$ cat src/rtl/alu_chain_ctrl.sv
// alu_chain_ctrl: runs ANCHO*PALABRAS-bit operations through one ANCHO-bit ALU slice,
// one slice per clock, LSB slice first. Add/sub chain the slice flag into the next
// slice. The wide result, completion and error status go back through a start/done
// handshake. All outputs, including the ALU-side drives, come from registers.
module alu_chain_ctrl #(
  parameter int ANCHO    = 4,
  parameter int PALABRAS = 4
) (
  input  logic                      clk_i,
  input  logic                      rst_n_i,
  input  logic                      start_i,
  input  logic [3:0]                op_i,
  input  logic [ANCHO*PALABRAS-1:0] a_i,
  input  logic [ANCHO*PALABRAS-1:0] b_i,
  input  logic                      cin_i,
  output logic                      busy_o,
  output logic                      done_o,
  output logic                      err_o,
  output logic [ANCHO*PALABRAS-1:0] result_o,
  output logic                      flag_o,
  output logic                      zero_o,
  output logic [ANCHO-1:0]          alu_a_o,
  output logic [ANCHO-1:0]          alu_b_o,
  output logic                      alu_flagin_o,
  output logic [3:0]                alu_control_o,
  input  logic [ANCHO-1:0]          alu_result_i,
  input  logic                      alu_flags_i,
  input  logic                      alu_zero_i
);

  localparam int W  = ANCHO * PALABRAS;
  localparam int KW = (PALABRAS > 1) ? $clog2(PALABRAS) : 1;
  localparam logic [KW-1:0] K_LAST = KW'(PALABRAS - 1);

  typedef enum logic [1:0] {
    ST_IDLE = 2'd0,
    ST_RUN  = 2'd1,
    ST_DONE = 2'd2
  } state_t;

  // Opcodes the attached ALU implements and this controller will sequence.
  function automatic logic op_supported(input logic [3:0] op);
    case (op)
      4'h0, 4'h1, 4'h2, 4'h5, 4'h6, 4'h7: op_supported = 1'b1;
      default:                            op_supported = 1'b0;
    endcase
  endfunction

  // Only add and sub carry a flag from one slice into the next.
  function automatic logic op_is_arith(input logic [3:0] op);
    case (op)
      4'h2, 4'h6: op_is_arith = 1'b1;
      default:    op_is_arith = 1'b0;
    endcase
  endfunction

  // Pick slice idx out of a wide operand.
  function automatic logic [ANCHO-1:0] slice_of(input logic [W-1:0] v, input logic [KW-1:0] idx);
    slice_of = v[idx*ANCHO +: ANCHO];
  endfunction

  state_t            state_r;
  logic [KW-1:0]     k_r;
  logic [3:0]        op_r;
  logic [W-1:0]      a_r;
  logic [W-1:0]      b_r;
  logic              zacc_r;
  logic              busy_r;
  logic              done_r;
  logic              err_r;
  logic [W-1:0]      result_r;
  logic              flag_r;
  logic              zero_r;
  logic [ANCHO-1:0]  alu_a_r;
  logic [ANCHO-1:0]  alu_b_r;
  logic              alu_flagin_r;
  logic [3:0]        alu_control_r;

  logic [KW-1:0]     k_next_s;
  logic              flag_next_s;
  logic              zacc_next_s;

  // Next slice index, gated slice flag and running zero accumulation.
  always_comb begin
    k_next_s    = k_r + KW'(1);
    zacc_next_s = zacc_r & alu_zero_i;
    if (op_is_arith(op_r)) begin
      flag_next_s = alu_flags_i;
    end else begin
      flag_next_s = 1'b0;
    end
  end

  // Sequencer: accept a request, walk the slices, then pulse done for one cycle.
  always_ff @(posedge clk_i or negedge rst_n_i) begin
    if (!rst_n_i) begin
      state_r       <= ST_IDLE;
      k_r           <= '0;
      op_r          <= 4'h0;
      a_r           <= '0;
      b_r           <= '0;
      zacc_r        <= 1'b0;
      busy_r        <= 1'b0;
      done_r        <= 1'b0;
      err_r         <= 1'b0;
      result_r      <= '0;
      flag_r        <= 1'b0;
      zero_r        <= 1'b0;
      alu_a_r       <= '0;
      alu_b_r       <= '0;
      alu_flagin_r  <= 1'b0;
      alu_control_r <= 4'h0;
    end else begin
      case (state_r)
        ST_IDLE: begin
          done_r <= 1'b0;
          err_r  <= 1'b0;
          if (start_i) begin
            op_r     <= op_i;
            a_r      <= a_i;
            b_r      <= b_i;
            busy_r   <= 1'b1;
            result_r <= '0;
            if (op_supported(op_i)) begin
              state_r       <= ST_RUN;
              k_r           <= '0;
              zacc_r        <= 1'b1;
              alu_a_r       <= a_i[ANCHO-1:0];
              alu_b_r       <= b_i[ANCHO-1:0];
              alu_control_r <= op_i;
              alu_flagin_r  <= op_is_arith(op_i) ? cin_i : 1'b0;
            end else begin
              // Rejected opcode: straight to the completion cycle, never touches the ALU.
              state_r <= ST_DONE;
              done_r  <= 1'b1;
              err_r   <= 1'b1;
              flag_r  <= 1'b0;
              zero_r  <= 1'b0;
            end
          end else begin
            state_r <= ST_IDLE;
          end
        end

        ST_RUN: begin
          result_r[k_r*ANCHO +: ANCHO] <= alu_result_i;
          zacc_r                       <= zacc_next_s;
          if (k_r == K_LAST) begin
            state_r       <= ST_DONE;
            done_r        <= 1'b1;
            err_r         <= 1'b0;
            flag_r        <= flag_next_s;
            zero_r        <= zacc_next_s;
            alu_a_r       <= '0;
            alu_b_r       <= '0;
            alu_flagin_r  <= 1'b0;
            alu_control_r <= 4'h0;
          end else begin
            // The flag coming back from this slice is next slice's flag input.
            k_r          <= k_next_s;
            alu_a_r      <= slice_of(a_r, k_next_s);
            alu_b_r      <= slice_of(b_r, k_next_s);
            alu_flagin_r <= flag_next_s;
          end
        end

        ST_DONE: begin
          state_r <= ST_IDLE;
          busy_r  <= 1'b0;
          done_r  <= 1'b0;
          err_r   <= 1'b0;
        end

        default: begin
          state_r       <= ST_IDLE;
          busy_r        <= 1'b0;
          done_r        <= 1'b0;
          err_r         <= 1'b0;
          alu_a_r       <= '0;
          alu_b_r       <= '0;
          alu_flagin_r  <= 1'b0;
          alu_control_r <= 4'h0;
        end
      endcase
    end
  end

  assign busy_o        = busy_r;
  assign done_o        = done_r;
  assign err_o         = err_r;
  assign result_o      = result_r;
  assign flag_o        = flag_r;
  assign zero_o        = zero_r;
  assign alu_a_o       = alu_a_r;
  assign alu_b_o       = alu_b_r;
  assign alu_flagin_o  = alu_flagin_r;
  assign alu_control_o = alu_control_r;

endmodule

$ cat config.mk
export PLATFORM = sky130hd
export DESIGN_NAME = alu_chain_ctrl
export DESIGN_NICKNAME = d
export VERILOG_FILES = /design/src/rtl/alu_chain_ctrl.sv
export SDC_FILE = /design/constraint.sdc
export NUM_CORES = 1
export LEC_CHECK = 0
export ABC_AREA = 1
export CAP_MARGIN = 20
export CORE_ASPECT_RATIO = 0.5
export CORE_MARGIN = 2
export CORE_UTILIZATION = 52
export CTS_BUF_LIST = sky130_fd_sc_hd__clkbuf_2 sky130_fd_sc_hd__clkbuf_4 sky130_fd_sc_hd__clkbuf_8
export CTS_CLUSTER_SIZE = 16
export DETAILED_ROUTE_END_ITERATION = 6
export PLACE_DENSITY_LB_ADDON = 0.05
export SLEW_MARGIN = 30
export SYNTH_ARGS = -nofsm -noshare
export SYNTH_HDL_FRONTEND = slang
export SYNTH_SLANG_ARGS = --single-unit
$ cat constraint.sdc
create_clock -name clk_i -period 2 [get_ports clk_i]
set_input_delay 0.4 -clock clk_i [delete_from_list [all_inputs] [get_ports clk_i]]
set_output_delay 0.4 -clock clk_i [all_outputs]
set_load 0.03 [all_outputs]
==> run_results.csv <==
group,metric,value,unit
clock_tree,cts.clk_slew.worst_paths,0.07,ns
routing,drc,0,
power_and_ir_drop,p_int,3.85,mW
logic_synthesis,synth_compound_area_share,3.68,%
logic_synthesis,netlist_top_cells_area,"dfrtp_1, nand2_1, nand3_1",
final_layout,diodes,0,
setup_path,reg2reg_slack,0.28,ns
timing,hold_viol_final,0,
routing,antenna_left,0,
power_and_ir_drop,p_sw_share,41.9,%
final_layout,finish.instance_area,4530,um2
grt,antenna_found_initial,0,
logic_synthesis,synth_fp_nets,477,
grt,grt.overflow.total,0,
setup_path,startpoint_type,"flip-flop",
timing,setup_ws,0.0621,ns
final_layout,fill_cells,523,
clock_tree,cts_tree,"built",
timing,report.final.slew_viol_count,0,
timing,period_share,96.9,%
floorplan,die_w,118,um
final_layout,syn_to_final_growth,33.2,%
power_and_ir_drop,pwr-share-comb,45.6,%
clock_tree,clockBufferDepth,2,
setup_path,reg2reg_from,"k_r[0]",
timing,worstMarginPinSlew,0.430,ns
floorplan,die_area,7240,um2
logic_synthesis,synth_top_area_share,53.7,%
power_and_ir_drop,seqPwrFrac,35.8,%
power_and_ir_drop,vdd_drop_max,0.669,mV
logic_synthesis,ys_warn_count,0,
clock_tree,cts-htree-levels,3,
setup_path,required,1.60,ns
grt,grt_max_degree,74,
logic_synthesis,synthAdderAreaFrac,1.47,%
outcome,status,"completed",
setup_path,worst_path_largest_cell_delay,0.72,ns
setup_path,cp_slowest_cell,"clkdlybuf4s50_1",
clock_tree,post_cts_resized,0,
power_and_ir_drop,total_power,6.62,mW
power_and_ir_drop,p_leak,2.28,nW
clock_tree,cts-root-buf,"clkbuf_8",
floorplan,die_y,61.2,um
routing,drt_pre_antenna_iters,5,
floorplan,num_rows,20,
setup_path,crit_buf_inv,1,
run,maxCapViolCount,0,
grt,track_usage,24.6,%
setup_path,crit_path_end_kind,"primary output",
clock_tree,clock-sinks,73,
final_layout,drive_gt1_share,7.77,%
placement,dpl_cell_area,4310,um2
grt,grt_pass1_wl,13700,um
timing,period_needed,1.94,ns
timing,rsz0062_at_grt,"false",
setup_path,r2r-end,"alu_a_o[2]",
logic_synthesis,synth_simple_gate_area_share,35.8,%
routing,drtIter0Drc,379,
grt,grt_pass1_vias,2858,
placement,place_ws,0.114,ns
logic_synthesis,netlist_area,3400,um2
floorplan,ios,80,
power_and_ir_drop,p_per_area,1460,nW/um2
logic_synthesis,synth_top_cell_by_area,"dfrtp_1",
logic_synthesis,syn_inst,427,
final_layout,seqCellArea,1830,um2
routing,drt-wirelength-per-cell,13.4,um
final_layout,final_cell_mix,"nand2_1, clkdlybuf4s50_1, dfrtp_1, nand3_1, inv_1",
logic_synthesis,ys_types,26,
final_layout,mostFrequentLayoutCell,"nand2_1",
setup_path,timing_worst_setup_path_type,"reg -> out",
setup_path,path_max_fanout,4,
logic_synthesis,synthMuxAreaShare,0,%
setup_path,reg2regPathDepth,8,
floorplan,initial_core_util,54.8,%
clock_tree,worstSkewPairLatency,0.35,ns
clock_tree,numCtsBuffers,9,
final_layout,nets,560,
timing,finalClockSkew,0.00636,ns
setup_path,cp_top_family,"buffers and inverters",
timing,max_slew_margin,71.3,%
logic_synthesis,ys_seq_area_share,53.7,%
power_and_ir_drop,clkPwrFrac,18.6,%
logic_synthesis,synth_top_family_by_area,"simple AND/OR/NAND/NOR gates",
timing,fmax,0.516,GHz
placement,io_buffers,79,
timing,setup_viol,0,
clock_tree,ctsHoldBuffers,0,
routing,wl,8090,um
setup_path,path_cells,"clkdlybuf4s50_1",
placement,dp_hpwl,5680,um
routing,vias,3081,
clock_tree,cts_setup_buffers,0,
setup_path,cp_data_arrival_time,1.54,ns
routing,drt-vias-per-instance,5.11,
floorplan,core-area,6210,um2
power_and_ir_drop,p_switching,2.77,mW
min_path,hp-class,"in -> async",
placement,gp_congestion,0.825,
logic_synthesis,synth_xor_area_share,0,%
final_layout,multi_input_area,1400,um2
timing,setup_tns,0,ns
logic_synthesis,synth_seq_cells,73,
logic_synthesis,syn_avg_cell_area,7.97,um2
## flip-flops by register name, indices dropped and copies added, names as in the netlist, 2 cells and up
register       cells
state_r            2
alu_control_o      4
k_r                2
b_r               16
result_o          16
a_r               16
op_r               3
alu_b_o            4
alu_a_o            4
## metal layers
layer  up-vias  wire (um)  track usage [%]
li1       1529          -                -
met1      1441       3990             34.7
met2       100       3450             37.9
met3        11        557             6.67
met4         0         95             7.82
met5         -          0                0
## power groups by stage
stage	clock network [mW]	logic (mW)	registers, mW
2_1_floorplan	0	1.69	2.65
3_3_place_gp	0	2.92	2.38
3_5_place_dp	0	2.98	2.39
4_1_cts	1.25	3.00	2.37
5_1_grt	1.30	3.39	2.43
6_report	1.23	3.02	2.37
## stage by stage
stage,instances,util (%),hold slack (ns)
after floorplan,427,-,0.104
after global placement,587,69.5,0.452
after detailed placement,587,69.5,0.461
after CTS,603,72.9,0.0859
after global routing,603,73.0,0.106
final,603,73.0,0.0587
## cell type report
type,count,share of cell area (%)
Sequential cell,73,40.3
Clock buffer,14,3.98
Timing Repair Buffer,87,19.5
Inverter,26,2.24
Clock inverter,2,0.773
Tap cell,88,2.43
Multi-Input combinational cell,313,30.8
## synthesized netlist by cell type, drive strengths merged
master / count
clkbuf: 1
nand2: 217
nand4: 8
nor2: 8
o21ai: 12
ha: 4
nand3: 51
a21oi: 2
nor3: 2
inv: 25
o31ai: 4
buf: 14
nor4: 1
dfrtp: 73
o22ai: 4
clkinv: 1
## how the worst max path moves through the flow
stage,to,slack (ns),cells past startpoint,start
after global routing,done_o,0.03,1,state_r[1]
after global placement,alu_b_o[3],0.15,8,op_i[2]
final,done_o,0.06,1,state_r[1]
after detailed placement,alu_b_o[2],0.11,8,op_i[2]
after CTS,done_o,0.05,1,state_r[1]
after floorplan,result_o[10],0.21,7,k_r[0]
## cells by family (layout without fill, tap and decap cells)
logic type,count (synthesis),after routing
AO/OA/AOI/OAI,22,22
adder cells (fa/ha/maj),4,4
buffers and inverters,41,129
flip-flops,73,73
AND/OR/NAND/NOR,287,287
Power figures use the tool's default switching activity.
